[config.mk]
export PLATFORM = sky130hd
export DESIGN_NAME = regfile_wb_ctrl
export DESIGN_NICKNAME = d
export VERILOG_FILES = /design/src/rtl/regfile_wb_ctrl.sv
export SDC_FILE = /design/constraint.sdc
export NUM_CORES = 1
export LEC_CHECK = 0
export CORE_MARGIN = 1
export CORE_UTILIZATION = 35
export CTS_BUF_LIST = sky130_fd_sc_hd__clkbuf_4 sky130_fd_sc_hd__clkbuf_8 sky130_fd_sc_hd__clkbuf_16
export CTS_CLUSTER_SIZE = 16
export DETAILED_ROUTE_END_ITERATION = 8
export GPL_ROUTABILITY_DRIVEN = 0
export SLEW_MARGIN = 20
export SYNTH_ARGS = -nofsm -noshare
export SYNTH_HDL_FRONTEND = slang
export SYNTH_SLANG_ARGS = --single-unit
[constraint.sdc]
create_clock -name clk -period 3.8 [get_ports clk]
set_clock_uncertainty 0.15 [all_clocks]
set_input_delay 0.57 -clock clk [delete_from_list [all_inputs] [get_ports clk]]
set_output_delay 0.57 -clock clk [all_outputs]
set_load 0.05 [all_outputs]
[src/rtl/regfile_wb_ctrl.sv]
// Register-file write-back controller: round-robin arbitration of ALU and LSU
// onto the single write port, plus a pending-write scoreboard that stalls issue.
module regfile_wb_ctrl #(
   parameter int NREG = 32,
   parameter int XLEN = 32
) (
   input  logic                    clk,
   input  logic                    rst,
   input  logic                    issue_valid,
   input  logic [$clog2(NREG)-1:0] issue_rs1,
   input  logic [$clog2(NREG)-1:0] issue_rs2,
   input  logic [$clog2(NREG)-1:0] issue_rd,
   output logic                    issue_stall,
   input  logic                    alu_valid,
   output logic                    alu_ready,
   input  logic [$clog2(NREG)-1:0] alu_rd,
   input  logic [XLEN-1:0]         alu_data,
   input  logic                    lsu_valid,
   output logic                    lsu_ready,
   input  logic [$clog2(NREG)-1:0] lsu_rd,
   input  logic [XLEN-1:0]         lsu_data,
   output logic                    write_enable,
   output logic [$clog2(NREG)-1:0] address3,
   output logic [XLEN-1:0]         write_data,
   output logic                    pending_any
);

   localparam int AW = $clog2(NREG);

   typedef enum logic {
      GRANT_ALU = 1'b0,
      GRANT_LSU = 1'b1
   } grant_e;

   grant_e            last_grant;
   logic [NREG-1:0]   pending;
   logic [NREG-1:0]   pending_nxt;
   logic              issue_accept;
   logic              handshake;
   logic [AW-1:0]     sel_rd;
   logic [XLEN-1:0]   sel_data;

   // Round-robin: with both requesting, the one not granted last time wins.
   always_comb begin
      // NOTE: every always_comb output gets a default first so no path can infer a latch.
      alu_ready = 1'b0;
      lsu_ready = 1'b0;
      if (!rst) begin
         if (alu_valid && (!lsu_valid || last_grant == GRANT_LSU)) begin
            alu_ready = 1'b1;
         end else if (lsu_valid) begin
            lsu_ready = 1'b1;
         end
      end
   end

   assign handshake = alu_ready | lsu_ready;
   assign sel_rd    = lsu_ready ? lsu_rd   : alu_rd;
   assign sel_data  = lsu_ready ? lsu_data : alu_data;

   assign issue_stall  = !rst && issue_valid &&
                         (pending[issue_rs1] || pending[issue_rs2] || pending[issue_rd]);
   assign issue_accept = !rst && issue_valid && !issue_stall;

   // Clear on commit first, then set on issue, so a same-edge collision leaves the bit set.
   always_comb begin
      pending_nxt = pending;
      if (write_enable) begin
         pending_nxt[address3] = 1'b0;
      end
      if (issue_accept) begin
         pending_nxt[issue_rd] = 1'b1;
      end
      pending_nxt[0] = 1'b0;
   end

   assign pending_any = |pending;

   always_ff @(posedge clk) begin
      // NOTE: sequential state uses non-blocking assignments so all flops update from pre-edge values.
      if (rst) begin
         pending      <= '0;
         write_enable <= 1'b0;
         address3     <= '0;
         write_data   <= '0;
         last_grant   <= GRANT_LSU;
      end else begin
         pending      <= pending_nxt;
         write_enable <= handshake && (sel_rd != '0);
         if (handshake) begin
            address3   <= sel_rd;
            write_data <= sel_data;
            last_grant <= lsu_ready ? GRANT_LSU : GRANT_ALU;
         end
      end
   end

endmodule

==> flow_metrics.env <==
export IMPL_status="finished, final reports clean"
export IMPL_grtUsageMet1_pct=29.7
export IMPL_end_kind="primary output"
export IMPL_avgSynthCellArea_um2=8.61
export IMPL_synth_top_cell_area_share_pct=31.3
export IMPL_drt_iter0_markers=346
export IMPL_synthTopCellsByArea="dfxtp_1, mux2i_1, mux4_2"
export IMPL_p_switching_mw=0.654
export IMPL_cts_buffers=9
export IMPL_critPathArrivalTime_ps=3020
export IMPL_use_met3_pct=7.33
export IMPL_rsz0062_at_grt="false"
export IMPL_insertion_delay_ps=340
export IMPL_min_period_ps=3740
export IMPL_cp_required_ps=3080
export IMPL_die_area_um2=13200
export IMPL_port_buffers=135
export IMPL_hp_start="last_grant"
export IMPL_finalNetCount=739
export IMPL_core_um2=12200
export IMPL_power_leakage_nw=2.29
export IMPL_reg2reg_depth=7
export IMPL_cts_hold_buffers=0
export IMPL_nFillCells=1198
export IMPL_dp_hpwl_um=11100
export IMPL_initial_core_util_pct=36.6
export IMPL_synth_most_common_cell="dfxtp_1"
export IMPL_synthFlopType="dfxtp_1"
export IMPL_fin_setup_tns_ps=0
export IMPL_post_cts_resize_count=0
export IMPL_ys_ff_latch=70
export IMPL_regToRegSetupSlack_ps=1330
export IMPL_crit_path_max_fanout=5
export IMPL_whs_path_depth=2
export IMPL_antenna_cells=0
export IMPL_pre_cts_slack_ps=79.1
export IMPL_power_mw=2.21
export IMPL_yosysSeqAreaShare_pct=31.3
export IMPL_syn_cell_area_um2=4470
export IMPL_ff_latch_area_um2=1400
export IMPL_synth_edf_count=0
export IMPL_cap_violations=0
export IMPL_grt_pass1_vias=4482
export IMPL_pwr_share_seq_pct=36.4
export IMPL_synth_area_leader_cell="dfxtp_1"
export IMPL_post_route_drc_count=0
export IMPL_area_delta_synth_final_pct=41.4
export IMPL_min_to="last_grant"
export IMPL_use_met2_pct=38.1
export IMPL_vias=4516
export IMPL_antenna_found_initial=0
export IMPL_setup_viol=0
export IMPL_worstHoldPathType="reg2reg"
export IMPL_cts_sinks=70
export IMPL_postSynthCellCount=519
export IMPL_htreeDepth=3
export IMPL_regToRegEndpoint="pending[27]"
export IMPL_gr_usage_all_layers_pct=23.7
export IMPL_rows=40
export IMPL_first_pass_iters=5
export IMPL_hold_viol_final=0
export IMPL_grt_pass1_wl_um=24000
export IMPL_yosysUniqueCellTypes=45
export IMPL_clkTransAtPathRegs_ps=60
export IMPL_max_freq_ghz=0.268
export IMPL_grt_busiest_layer="met2"
export IMPL_async_flop_share_pct=0
export IMPL_power_density_nw_per_um2=349
export IMPL_synth_warning_count=0
export IMPL_internal_power_mw=1.56
export IMPL_worst_pin_slew_ps=749
export IMPL_swShare_pct=29.6
export IMPL_totalWireLength_um=15000
export IMPL_drtAntennaViolNets=0
export IMPL_combPwrFrac_pct=24.7
export IMPL_critical_path_class="in2out"
export IMPL_multiInputGateArea_um2=2850
export IMPL_cts_root_buf="clkbuf_16"
export IMPL_synthesis_nets=613
export IMPL_die_w_um=115
export IMPL_io_pins=136
export IMPL_worstSetupStartpointType="input port"
export IMPL_cts_setup_buffers=0
export IMPL_holdWs_ps=397
export IMPL_cts_tree="built"
export IMPL_fin_ws_ps=62.1
export IMPL_slew_headroom_pct=50.0
export IMPL_grt_max_degree=43
export IMPL_r2r_start="pending[1]"
export IMPL_die_y_um=115
export IMPL_pwr_share_clk_pct=38.9
export IMPL_ir_drop_uv=269
export IMPL_slew_viol_final=0
export IMPL_synthTopCellsByCount="dfxtp_1, nor2_1, mux2i_1"
export IMPL_fin_crit_sh_pct=98.4
export IMPL_grt_overflow=0
export IMPL_drive_above_1_share_pct=14.5
export IMPL_cts_buffer_depth=2
export IMPL_vias_per_cell=5.52
export IMPL_drt_wirelength_per_cell_um=18.4
-- critical path, stage by stage --
cell             delay [ps]
clkdlybuf4s50_1         660
mux4_2                  550
o2111ai_1               190
o41ai_1                 110
or4_4                   540
o21a_1                  210
buf_4                   190
-- kinds of logic (layout without fill, tap and decap cells) --
family	count (synthesis)	in the layout	share of synthesized area, %
flops	70	70	31.3
mux	72	72	20.0
simple gates	221	221	25.9
buf+inv	49	180	5.09
compound gates	107	107	17.7
-- power by group through the flow --
stage / registers (mW) / clock network, mW / logic, mW
finish: 0.804 / 0.859 / 0.545
global route: 0.810 / 0.914 / 0.576
CTS: 0.804 / 0.883 / 0.546
detailed placement: 0.818 / 0 / 0.544
floorplan: 0.924 / 0 / 0.209
global placement: 0.818 / 0 / 0.541
-- cells in the final DEF, fill, tap and decap left out, drive strengths merged, types with 13 or more instances in the layout --
master / netlist / routed
a211oi: 37 / 37
buf: 16 / 27
clkbuf: 27 / 13
clkdlybuf4s50: 0 / 131
dfxtp: 70 / 70
mux2i: 52 / 52
mux4: 13 / 13
nand2: 46 / 46
nand3: 14 / 14
nand3b: 20 / 20
nand4: 17 / 17
nor2: 60 / 60
nor2b: 26 / 26
o21ai: 53 / 53
-- layout make-up --
cell class,instances,area share (%)
timing repair buffer,158,24.3
tap,168,3.32
clock buffer,13,4.14
sequential,70,22.2
inverter,6,0.356
clock inverter,3,0.693
multi-input combinational,400,45.0
-- sequential cells by signal, summed over array words and instances (netlist names) --
| name | count |
|---|---|
| address3 | 5 |
| last_grant | 1 |
| write_data | 32 |
| write_enable | 1 |
| pending | 31 |
-- how the worst max path moves through the flow --
stage / startpoint / endpoint / slack (ps)
2_1_floorplan: issue_rs2[0] / issue_stall / 590
3_3_place_gp: issue_rs2[1] / issue_stall / 120
3_5_place_dp: issue_rs2[1] / issue_stall / 80
4_1_cts: issue_rs2[1] / issue_stall / 80
5_1_grt: issue_rs2[1] / issue_stall / 30
6_report: issue_rs2[1] / issue_stall / 60
-- through the flow --
step           utilization (%)  cell area (um2)  instances
2_1_floorplan                -             4470        519
3_3_place_gp              49.3             6020        802
3_5_place_dp              49.3             6020        802
4_1_cts                   51.8             6320        818
5_1_grt                   51.8             6320        818
6_report                  51.8             6320        818
-- routing by layer --
metal	vias to the layer above	share of wire [%]
li1	2165	-
met1	2124	43
met2	205	46
met3	22	9.1
met4	0	2.3
met5	-	0
No activity file was read; power rests on OpenSTA's default activity.
